**config.mk**
```make
export PLATFORM = sky130hd
export DESIGN_NAME = sram_rr_arb
export DESIGN_NICKNAME = d
export VERILOG_FILES = /design/src/rtl/sram_rr_arb.sv
export SDC_FILE = /design/constraint.sdc
export NUM_CORES = 1
export LEC_CHECK = 0
export CORE_AREA = 8 8 120 122
export DETAILED_ROUTE_END_ITERATION = 6
export DIE_AREA = 0 0 128 130
export PLACE_DENSITY = 0.68
export SYNTH_ARGS = -nofsm -noshare
export SYNTH_HDL_FRONTEND = slang
export SYNTH_SLANG_ARGS = --single-unit
```
**constraint.sdc**
```tcl
create_clock -name clk_i -period 2.2 [get_ports clk_i]
set_input_delay 0.22 -clock clk_i [delete_from_list [all_inputs] [get_ports clk_i]]
set_output_delay 0.22 -clock clk_i [all_outputs]
set_load 0.01 [all_outputs]
```
**src/rtl/sram_rr_arb.sv**
```systemverilog
// Round-robin arbiter sharing one single-port SRAM macro between NUM_REQ requesters.
// Optional burst lock is enabled by defining SRAM_ARB_LOCK_EN.
module sram_rr_arb #(
    parameter int NUM_REQ    = 4,
    parameter int ADDR_WIDTH = 12,
    parameter int DATA_WIDTH = 32,
    parameter int MAX_LOCK   = 8
) (
    input  logic                            clk_i,
    input  logic                            rst_n_i,
    input  logic [NUM_REQ-1:0]              req_i,
    input  logic [NUM_REQ-1:0]              we_i,
    input  logic [NUM_REQ*ADDR_WIDTH-1:0]   addr_i,
    input  logic [NUM_REQ*DATA_WIDTH-1:0]   wdata_i,
    input  logic [NUM_REQ*DATA_WIDTH/8-1:0] be_i,
`ifdef SRAM_ARB_LOCK_EN
    input  logic [NUM_REQ-1:0]              lock_i,
`endif
    output logic [NUM_REQ-1:0]              gnt_o,
    output logic [NUM_REQ-1:0]              rvalid_o,
    output logic [DATA_WIDTH-1:0]           rdata_o,
    output logic                            sram_en_o,
    output logic                            sram_we_o,
    output logic [ADDR_WIDTH-1:0]           sram_addr_o,
    output logic [DATA_WIDTH-1:0]           sram_wdata_o,
    output logic [DATA_WIDTH/8-1:0]         sram_be_o,
    input  logic [DATA_WIDTH-1:0]           sram_rdata_i
);

    localparam int PW = (NUM_REQ > 1) ? $clog2(NUM_REQ) : 1;
    localparam int BW = DATA_WIDTH / 8;

    logic [PW-1:0]      rr_ptr_q, rr_ptr_d;
    logic [NUM_REQ-1:0] rvalid_q, rvalid_d;
    logic [PW-1:0]      sel;
    logic               found;
    logic               gnt_vld;
    logic [PW-1:0]      sel_next;
    int                 cand;

    // Scan requests starting at the pointer, wrapping past the top index.
    always_comb begin
        found = 1'b0;
        sel   = '0;
        cand  = 0;
        for (int i = 0; i < NUM_REQ; i++) begin
            cand = int'(rr_ptr_q) + i;
            if (cand >= NUM_REQ) cand = cand - NUM_REQ;
            if (!found && req_i[cand]) begin
                found = 1'b1;
                sel   = PW'(cand);
            end
        end
    end

    assign gnt_vld  = found && rst_n_i;
    assign sel_next = (int'(sel) == NUM_REQ - 1) ? '0 : PW'(int'(sel) + 1);

    always_comb begin
        gnt_o        = '0;
        sram_en_o    = 1'b0;
        sram_we_o    = 1'b0;
        sram_addr_o  = '0;
        sram_wdata_o = '0;
        sram_be_o    = '0;
        if (gnt_vld) begin
            gnt_o[sel]   = 1'b1;
            sram_en_o    = 1'b1;
            sram_we_o    = we_i[sel];
            sram_addr_o  = addr_i[sel*ADDR_WIDTH +: ADDR_WIDTH];
            sram_wdata_o = wdata_i[sel*DATA_WIDTH +: DATA_WIDTH];
            sram_be_o    = be_i[sel*BW +: BW];
        end
    end

    always_comb begin
        rvalid_d = '0;
        if (gnt_vld && !we_i[sel]) rvalid_d = gnt_o;
    end

`ifdef SRAM_ARB_LOCK_EN
    localparam int LW = (MAX_LOCK > 1) ? $clog2(MAX_LOCK) : 1;

    logic [LW-1:0] lock_cnt_q, lock_cnt_d;

    // A locked grant parks the pointer on its owner until MAX_LOCK grants force rotation.
    always_comb begin
        rr_ptr_d   = rr_ptr_q;
        lock_cnt_d = '0;
        if (gnt_vld) begin
            rr_ptr_d = sel_next;
            if (lock_i[sel]) begin
                if (lock_cnt_q == LW'(MAX_LOCK - 1)) begin
                    rr_ptr_d   = sel_next;
                    lock_cnt_d = '0;
                end else begin
                    rr_ptr_d   = sel;
                    lock_cnt_d = (rr_ptr_q == sel) ? lock_cnt_q + 1'b1 : LW'(1);
                end
            end
        end
    end

    always_ff @(posedge clk_i) begin
        if (!rst_n_i) lock_cnt_q <= '0;
        else          lock_cnt_q <= lock_cnt_d;
    end
`else
    always_comb begin
        rr_ptr_d = rr_ptr_q;
        if (gnt_vld) rr_ptr_d = sel_next;
    end
`endif

    always_ff @(posedge clk_i) begin
        if (!rst_n_i) begin
            rr_ptr_q <= '0;
            rvalid_q <= '0;
        end else begin
            rr_ptr_q <= rr_ptr_d;
            rvalid_q <= rvalid_d;
        end
    end

    // Read data comes straight from the macro; rvalid_o alone qualifies it.
    assign rvalid_o = rst_n_i ? rvalid_q : '0;
    assign rdata_o  = sram_rdata_i;

endmodule
```
# After elaboration in Yosys (flattened, before gate mapping)
# Index checks and enable logic that the tools add are counted.
dict set report totals {
  register_bits 6
  output_inout_bits 90
  word_cells 72
}
dict set report op_classes {
  mul 1
  n_reduce_logical 11
  add_sub_neg 8
  shift 3
  n_eq_ne 1
  order_cmp 10
  mux 36
}
# cell count
set op_table {}
lappend op_table {{$mux W32} 5}
lappend op_table {{$lt A32 B4 Y1 const B} 4}
lappend op_table {{$shiftx A128 B8 Y32} 1}
lappend op_table {{$shiftx A48 B7 Y12} 1}
lappend op_table {{$mux W1} 16}
lappend op_table {{$shiftx A16 B5 Y4} 1}
lappend op_table {{$mux W12} 1}
lappend op_table {{$mux W4} 3}
lappend op_table {{$sub A3 B3 Y4 const B} 3}
lappend op_table {{$bmux W1 S2} 5}
lappend op_table {{$mux W2} 5}
lappend op_table {{$ge A3 B3 Y1 const B} 3}
lappend op_table {{$add A2 B2 Y3 const B} 2}
lappend op_table {{$logic_and A1 B1 Y1} 6}
lappend op_table {{$logic_not A1 Y1} 4}
lappend op_table {{$mul A2 B2 Y4 const B} 1}
lappend op_table {{$sub A2 B3 Y4 const B} 1}
lappend op_table {{$add A2 B1 Y3 const B} 1}
lappend op_table {{$ge A2 B3 Y1 const B} 1}
lappend op_table {{$lt A2 B3 Y1 const B} 1}
lappend op_table {{$add A2 B1 Y2 const B} 1}
lappend op_table {{$demux W1 S2} 1}
lappend op_table {{$eq A2 B1 Y1 const B} 1}
lappend op_table {{$ge A2 B1 Y1 const B} 1}
lappend op_table {{$reduce_and A2 Y1} 1}

# Longest topological paths before layout
# Gate-level depths: netlist of the first run.
dict set report logic_depth {
  depth_word 20
  depth_mapped 9
}

# Least setup slack after synthesis of the first run
# No wires, ideal clock.
dict set report synth_timing {
  path_kind {register to register}
  start {reg rr_ptr_q[1]}
  end {reg rvalid_q[1]}
  path_slack_ns 0.350
  t_arrival_ns 1.774
  synth_period_minus_slack_ns 1.850
  t_required_ns 2.124
  path_stages_with_launch 10
  path_cell_list {dfxtp_1 -> nand2_1 -> a211oi_2 -> nor2_4 -> buf_4 -> buf_4 -> inv_1 -> ha_1 -> and3_1 -> a21boi_0}
}
dict set report synth_between {
  elab_chain_cells 20
  word_cells_on_any_way 53
}
# element line_no
set synth_rtl {}
lappend synth_rtl {{start, declared} 33} ;# logic [PW-1:0] rr_ptr_q, rr_ptr_d;
lappend synth_rtl {{start signal, assigned} 120} ;# rr_ptr_q <= rr_ptr_d;
lappend synth_rtl {{branches (longest 19 deep; another with $sub A3 B3 Y4)} --}
lappend synth_rtl {{$mux W4 *} 66} ;# if (gnt_vld) begin
lappend synth_rtl {{via gnt_o[1]} 19} ;# output logic [NUM_REQ-1:0] gnt_o,
lappend synth_rtl {{end signal, assigned} 121} ;# rvalid_q <= rvalid_d;
lappend synth_rtl {{end, declared} 34} ;# logic [NUM_REQ-1:0] rvalid_q, rvalid_d;
# Mark *: on every way through the listed nets, which the timed path passes. The select of a mux whose other input is x is not followed.
# A chain may end at the register's enable or synchronous reset.

# Worst setup path after layout of the first run
dict set report layout_timing {
  start {in req_i[2]}
  end {out sram_wdata_o[19]}
}
dict set report layout_between {
  elab_chain_cells 15
  word_cells_on_any_way 29
}
# element line_no
set layout_rtl {}
lappend layout_rtl {{start, declared} 11} ;# input logic [NUM_REQ-1:0] req_i,
lappend layout_rtl {{$bmux W1 S2} 49} ;# if (!found && req_i[cand]) begin
lappend layout_rtl {{$mux W1 (not written as such) (2 in series)} 49}
lappend layout_rtl {{$mux W1} 49}
lappend layout_rtl {{$logic_not A1 Y1} 49}
lappend layout_rtl {{$logic_and A1 B1 Y1} 49}
lappend layout_rtl {{$mux W1} 49}
lappend layout_rtl {{$logic_not A1 Y1} 49}
lappend layout_rtl {{$logic_and A1 B1 Y1} 49}
lappend layout_rtl {{$mux W1} 49}
lappend layout_rtl {{$logic_not A1 Y1} 49}
lappend layout_rtl {{$logic_and A1 B1 Y1} 49}
lappend layout_rtl {{$mux W2 / $mux W1 (equally long branches)} 49}
lappend layout_rtl {{$shiftx A128 B8 Y32 / $logic_and A1 B1 Y1 (equally long branches)} {71, 56}}
lappend layout_rtl {{$mux W32 *} 66}
lappend layout_rtl {{end, declared} 25} ;# output logic [DATA_WIDTH-1:0] sram_wdata_o,
# Every way passes the cells marked *; elsewhere a longest branch is shown, timed or not. The select of a mux whose other input is x is not followed.

==> results by group, run 1 <==
Synth
  – Top cell type by total area after synthesis: mux2i_1
  – Netlist cell types: 28
  – Register area share after synthesis: 5.71%
  – Simple-gate area share of the yosys netlist: 7.56%
  – Top_reg_cell synth: dfxtp_1
  – Post-Syn Area per Cell: 8.41 µm²
  – Number of synthesized flops with an enable pin: 0
  – Synth area leaders: mux2i_1, o22ai_1, buf_4
  – Multiplexer area fraction after synthesis: 46.2%
  – Syn_nets: 488
  – Cell Area, Synth: 2100 µm²
  – Cells after synthesis: 250
  – Commonest cells post-synth: mux2i_1, o22ai_1, buf_4, buf_2
  – Fraction of registers with async set/reset: 0%
  – Largest family of logic cells by synthesized area: multiplexers
  – Top cell type's share of synthesized area: 46.2%
  – Post-Synth XOR/XNOR Area: 0%
  – Count leader, synth: mux2i_1
  – Compound-cell area share of the yosys netlist: 19.0%
  – Register bit count reported by yosys: 6
  – Synth Warn #: 0
  – Post-synthesis adder-cell area fraction: 2.38%

Global routing
  – Total track usage: 14.9%
  – Initial antenna violation count: 0
  – Grt ovf: 0
  – Vias in the first global route: 3,519
  – Pin count of the biggest net entering global routing: 19
  – First-pass GRT wire length: 19.5 mm

Pwr
  – Pwr Density: 523 nW/µm²
  – Max VDD drop: 0.215 mV
  – Static leakage: 2.27 nW
  – Tot Pwr: 0.00275 W

Floorplanning
  – Total core area: 12,400 µm²
  – Num rows: 41
  – Die Width: 128 µm
  – Initial Util: 16.9%
  – IO Count: 324
  – Die footprint: 16,600 µm²
  – Chip Height: 130 µm

Place
  – Final GP Congestion: 0.929
  – DP Wirelength: 10.4 mm
  – Placed inst area: 4900 µm²
  – Placed Instances: 667
  – DP Worst Slack: -0.568 ns
  – I/O Buffers: 259

Clock network
  – # H-tree levels: 1
  – Cts hold-fix bufs: 0
  – Longest Clk Path Bufs: 2
  – Clock sinks: 6
  – CTS Buf Count: 3
  – Skew-Pair Late Insertion Delay: 0.23 ns
  – Clock root buffer: clkbuf_16
  – CTS tree: yes

Timing
  – Unrepaired setup endpoints after global routing: true
  – Peak Freq: 453 MHz
  – Rel. slew slack: 82.7%
  – Hold Violations, Final: 0
  – Crit share post-route: 100%
  – # setup viols final: 1
  – Skew final: 0.000236 ns
  – Final Max Tran Viols: 0
  – Final Critical Period: 2.21 ns
  – Worst-margin pin slew: 0.258 ns
  – Final worst slack: -0.00588 ns

Min path
  – Worst Hold Depth: 0
  – Hold WC Path Type: in2out

Critical path
  – CP bufs+invs: 6
  – Worst-path maximum fanout: 14
  – FF-to-FF path depth: 9
  – Worst EP required: 1.98 ns
  – Critical Path Source Type: input pin
  – Max incr delay on CP: 0.26 ns
  – Slowest CP cell: dlygate4sd2_1
  – Worst Path Arrival: 1.99 ns
  – Critical-path cell list: dlygate4sd2_1 -> nor2b_4 -> buf_4 -> nor2_1 -> o221a_2 -> buf_6 -> nand2_8 -> buf_12 -> buf_4 -> o22ai_1 -> buf_2
  – Crit end category: primary output
  – Critical path depth: 11
  – Family with the most delay on the worst path: buffers and inverters
  – Most used cell along the critical path: buf_4
  – Worst Setup Path Type: in2out

Route
  – Drt via density: 4.51
  – Initial DRC count: 71
  – DRT antenna net count: 0
  – Via count: 3,096
  – Drc violations: 0
  – Drt pass-1 iters: 4
  – DRT Wirelength: 13.5 mm
  – Avg WL per Cell: 19.7 µm

Cells and area
  – Diodes inserted: 0
  – Fin area: 5250 µm²
  – Share of post-route cells with drive strength above 1: 26.2%
  – Final #Nets: 755
  – Area Overhead vs Synth: 150%
  – Post-Layout Cell Count: 687

Flow run
  – Max_cap viols: 0

Status
  – Status: finished with violations
  – Failing checks: setup timing
## state kept, by name, indices dropped and copies added, names as in the netlist
name      cells
rr_ptr_q      2
rvalid_q      4
## logic make-up after synthesis
| family | after synthesis |
|---|---|
| buffers and inverters | 56 |
| AND/OR/NAND/NOR | 26 |
| multiplexers | 97 |
| adder cells (fa/ha/maj) | 4 |
| flip-flops | 6 |
| AO/OA/AOI/OAI | 61 |
## worst register-to-register path, cell delays in order (launching register included)
cell and delay (ns):
dfxtp_4 0.38, nand2_4 0.07, a211oi_4 0.30, nor2_4 0.09, buf_6 0.14, buf_4 0.14, inv_1 0.08, ha_1 0.15
and3_4 0.18, a21boi_0 0.16
## placed cells by master, fill, tap and decap left out, drive strengths merged
cell type      count
nor2               3
ha                 4
o22ai             48
and2               5
a211o              1
mux2i             97
a211oi             1
nand2              3
clkdlybuf4s15      2
buf               97
a21boi             4
dlymetal6s2s       1
clkdlybuf4s50    201
dlygate4sd2        4
o21ba              1
and3               5
nor2b              5
or4                1
dfxtp              6
o21ai              4
inv                2
o221a              1
nand3              4
clkbuf            14
o21bai             1
## layer usage
| metal | part of all wire, % | vias to the layer above | wire length [µm] | GRT usage [%] |
|---|---|---|---|---|
| met2 | 55 | 152 | 7480 | 30.7 |
| li1 | - | 1460 | - | - |
| met4 | 2.6 | 0 | 356 | 5.03 |
| met3 | 7.2 | 43 | 973 | 3.47 |
| met1 | 35 | 1441 | 4700 | 14.0 |
| met5 | 0 | - | 0 | 0 |
## what timing repair did
action	in CTS	in global routing
cloned	7	3
resized for setup	227	38
setup buffers	10	1
endpoints found under the setup margin	54	53
pin swaps	8	18
## layout make-up
class | count | area, µm²
fill | 1232 | 7160
timing repair buffer | 316 | 3140
multi-input combinational | 188 | 1690
tap | 172 | 215
sequential | 6 | 128
clock buffer | 3 | 75.1
inverter | 2 | 7.51
## where the power goes
part / switching [W] / total [W] / internal (W) / leakage [nW]
Sequential: 0.0000186 / 0.000148 / 0.000129 / 0.0503
Clock: 0.0000654 / 0.000299 / 0.000234 / 0.0370
Combinational: 0.000932 / 0.00230 / 0.00137 / 2.18
## path summary, 6_finish.rpt
check              startpoint          endpoint  slack [ns]
max                  req_i[2]  sram_wdata_o[19]      -0.006
min          sram_rdata_i[10]       rdata_o[10]        0.44
max reg2reg       rr_ptr_q[1]       rvalid_q[0]        0.43
min reg2reg       rr_ptr_q[0]       rr_ptr_q[0]        0.57
## stage by stage
step	hold slack, ns	setup TNS, ns	utilization (%)
6_report	0.440	-0.00588	42.3
5_1_grt	0.440	-0.646	42.3
4_1_cts	0.440	-0.0427	42.1
3_5_place_dp	0.440	-24.81	39.5
3_3_place_gp	0.440	-23.76	39.5
2_1_floorplan	0.498	0	-
(Power assumes the default switching activity.)
==> run 2, diff against run 1 <==
--- a/config.mk
+++ b/config.mk
@@ -8,7 +8,9 @@
 export CORE_AREA = 8 8 120 122
 export DETAILED_ROUTE_END_ITERATION = 6
 export DIE_AREA = 0 0 128 130
+export HOLD_SLACK_MARGIN = 0.02
 export PLACE_DENSITY = 0.68
+export SLEW_MARGIN = 20
 export SYNTH_ARGS = -nofsm -noshare
 export SYNTH_HDL_FRONTEND = slang
 export SYNTH_SLANG_ARGS = --single-unit
==> results of run 2 <==
The final DEF is identical to that of run 1; final timing and power are the same.
==> run 3, diff against run 2 <==
==> constraint.sdc (replaced) <==
create_clock -name clk_i -period 2.2 [get_ports clk_i]
set_input_delay 0.22 -clock clk_i [delete_from_list [all_inputs] [get_ports clk_i]]
set_output_delay 0.22 -clock clk_i [all_outputs]
set_load 0.1 [all_outputs]
==> results by group, run 3 (synthesis results as in run 1) <==
Cells and area
  – Leading cell types in the layout, fill and taps excluded: clkdlybuf4s50_1, buf_12, o22ai_4, mux2i_2, mux2i_1
  – Most common cell after layout, fill and taps aside: clkdlybuf4s50_1
  – Diodes inserted: 0 (unchanged)
  – Fin area: 7240 µm² (+38%)
  – Area Overhead vs Synth: 244%
  – FILL cells: 1,004 (-19%)
  – Share of post-route cells with drive strength above 1: 49.5% (+23 points)
  – Largest Register: rvalid_q
  – Final #Nets: 761 (+0.79%)
  – Largest registers: rvalid_q: 4 flops, rr_ptr_q: 2 flops
  – Fin util: 58.3% (+16 points)
  – Largest register FFs: 4 (unchanged)

Route
  – Initial DRC count: 40 (-44%)
  – Drt via density: 4.49 (-0.35%)
  – Avg WL per Cell: 20.3 µm (+3.3%)
  – Via count: 3,112 (+0.52%)
  – Drc violations: 0 (unchanged)
  – DRT Wirelength: 14.1 mm (+4.2%)
  – Drt pass-1 iters: 4 (unchanged)
  – DRT antenna net count: 0 (unchanged)

Clock network
  – Clock root buffer: clkbuf_16
  – Longest Clk Path Bufs: 2 (unchanged)
  – CTS tree: yes
  – Skew-Pair Late Insertion Delay: 0.23 ns (about the same)
  – Clock sinks: 6 (unchanged)
  – # H-tree levels: 1 (unchanged)
  – Cts hold-fix bufs: 0 (unchanged)
  – Worst-path clk slew: 0.03 ns
  – CTS Buf Count: 3 (unchanged)

Global routing
  – Vias in the first global route: 3,541 (+0.63%)
  – Pin count of the biggest net entering global routing: 24 (+5)
  – Total track usage: 15.5% (+0.63 points)
  – Initial antenna violation count: 0 (unchanged)
  – First-pass GRT wire length: 20.3 mm (+4.1%)
  – Grt ovf: 0 (unchanged)

Status
  – Failing checks: setup timing
  – Status: finished with violations

Critical path
  – CP bufs+invs: 4 (-2)
  – Most used cell along the critical path: buf_12
  – Flop2flop setup slack: 0.38 ns (-0.05 ns)
  – Critical-path cell list: nand2_4 -> a211oi_4 -> nor2_4 -> buf_12 -> clkbuf_16 -> buf_6 -> mux2i_4 -> o22ai_4 -> buf_12
  – Worst R2R End: rvalid_q[2]
  – Worst EP required: 1.98 ns (about the same)
  – Worst-path maximum fanout: 6 (-8)
  – FF-to-FF Start: rr_ptr_q[0]
  – Critical Path Source Type: register
  – Max incr delay on CP: 0.35 ns (+0.09 ns)
  – Worst Path Arrival: 2.07 ns (+0.08 ns)
  – Worst Setup Path Type: reg2out
  – Family with the most delay on the worst path: buffers and inverters
  – Slowest CP cell: dfxtp_2
  – FF-to-FF path depth: 8 (-1)
  – Crit end category: primary output
  – Critical path depth: 9 (-2)

Place
  – Final GP Congestion: 0.815 (-12%)
  – DP Wirelength: 11.5 mm (+11%)
  – I/O Buffers: 259 (unchanged)
  – Placed inst area: 6470 µm² (+32%)

Timing
  – Final worst slack: -0.0904 ns (-0.0845 ns)
  – # setup viols final: 48 (+47)
  – Final Hold Slack: 0.440 ns (+0.0000250 ns)
  – Final Critical Period: 2.29 ns (+0.0845 ns)
  – Skew final: 0.000659 ns (+0.000422 ns)
  – Final Max Tran Viols: 0 (unchanged)
  – Hold Violations, Final: 0 (unchanged)
  – Setup TNS Final: -2.86 ns (-2.85 ns)
  – Rel. slew slack: 79.7% (-3.0 points)
  – Peak Freq: 437 MHz (-3.7%)
  – Worst-margin pin slew: 0.296 ns (+0.0379 ns)
  – Unrepaired setup endpoints after global routing: true
  – Crit share post-route: 104% (+3.8 points)

Min path
  – Hold Path End: rdata_o[17]
  – Hold WC Path Type: in2out
  – Worst Hold Depth: 0 (unchanged)
  – Min-Delay Startpoint: sram_rdata_i[17]

Pwr
  – Static leakage: 2.62 nW (+15%)
  – Combinational power share: 92.2% (+8.5 points)
  – Clock power share: 5.3% (-5.6 points)
  – Pwr Density: 775 nW/µm² (+48%)
  – Max VDD drop: 0.412 mV (+91%)
  – Tot Pwr: 0.00561 W (+100%)
  – Seq pwr share: 2.5% (-2.9 points)
  – Switching Fraction: 50.9% (+14 points)
  – Int Pwr: 0.00276 W (+59%)
  – NetSw: 0.00286 W (+180%)

Floorplanning
  – IO Count: 324 (unchanged)
  – Total core area: 12,400 µm² (unchanged)
  – Initial Util: 16.9% (unchanged)
  – Die footprint: 16,600 µm² (unchanged)
  – Chip Height: 130 µm (unchanged)
  – Num rows: 41 (unchanged)
  – Die Width: 128 µm (unchanged)

Flow run
  – Max_cap viols: 0 (unchanged)
[run 3: changes by cell type in the layout (fill, tap and decap cells not counted), moves of 3 or more]
cell / delta
o22ai_1: -48
buf_6: -11
clkdlybuf4s50_1: -4
dlygate4sd2_1: -3
clkbuf_2: -8
buf_2: -41
mux2i_4: +20
and3_1: -3
o22ai_4: +47
buf_12: +72
mux2i_2: +36
mux2i_1: -56
buf_4: +5
[run 3: how the worst max path moves through the flow]
stage	from	to	slack, ns
finish	rr_ptr_q[1]	sram_wdata_o[17]	-0.09
global route	rr_ptr_q[1]	sram_wdata_o[17]	-0.16
CTS	rr_ptr_q[1]	sram_be_o[1]	-0.09
detailed placement	req_i[0]	sram_wdata_o[24]	-0.31
global placement	req_i[0]	sram_wdata_o[26]	-0.27
floorplan	rr_ptr_q[1]	sram_addr_o[3]	-0.19
[run 3: timing repair]
item,4_1_cts,5_1_grt
pin swaps,5,13
gates cloned,3,2
endpoints found under the hold margin,0,0
endpoints found under the setup margin,53,53
gates resized for setup,62,61
buffers inserted,4,4
[run 3: stage by stage]
| stage | setup slack (ns) | cells |
|---|---|---|
| 2_1_floorplan | -0.192 | 250 |
| 3_3_place_gp | -0.272 | 683 |
| 3_5_place_dp | -0.311 | 683 |
| 4_1_cts | -0.0932 | 693 |
| 5_1_grt | -0.156 | 693 |
| 6_report | -0.0904 | 693 |
[run 3: area by class of cell]
cell class / instances / area [µm²] / area share, %
clock buffers: 3 / 75.1 / 1.04
inverters: 2 / 7.51 / 0.104
multi-input cells: 188 / 2730 / 37.8
flip-flops and latches: 6 / 125 / 1.73
repair buffers: 322 / 4080 / 56.4
well taps: 172 / 215 / 2.97
[run 3: power groups by stage]
stage | logic (W) | registers (W) | clock network [W]
finish | 0.00518 | 0.000140 | 0.000296
global route | 0.00537 | 0.000143 | 0.000313
CTS | 0.00495 | 0.000136 | 0.000303
detailed placement | 0.00463 | 0.000133 | 0
global placement | 0.00460 | 0.000134 | 0
floorplan | 0.00306 | 0.000134 | 0
[run 3: worst register-to-register path, stage by stage, from the launching register on]
cell,delay (ns)
dfxtp_4,0.35
nor2b_2,0.21
a211oi_4,0.08
nor2_4,0.15
buf_4,0.19
buf_16,0.18
ha_1,0.16
and3_4,0.20
a21boi_0,0.22
[run 3: metal layers]
metal  up-vias  routed length (µm)  GRT usage (%)
met5         -                   0              0
met3        22                1180           5.26
met2       147                7870           30.1
met4         0                 225           3.57
li1       1479                   -              -
met1      1464                4810           15.7
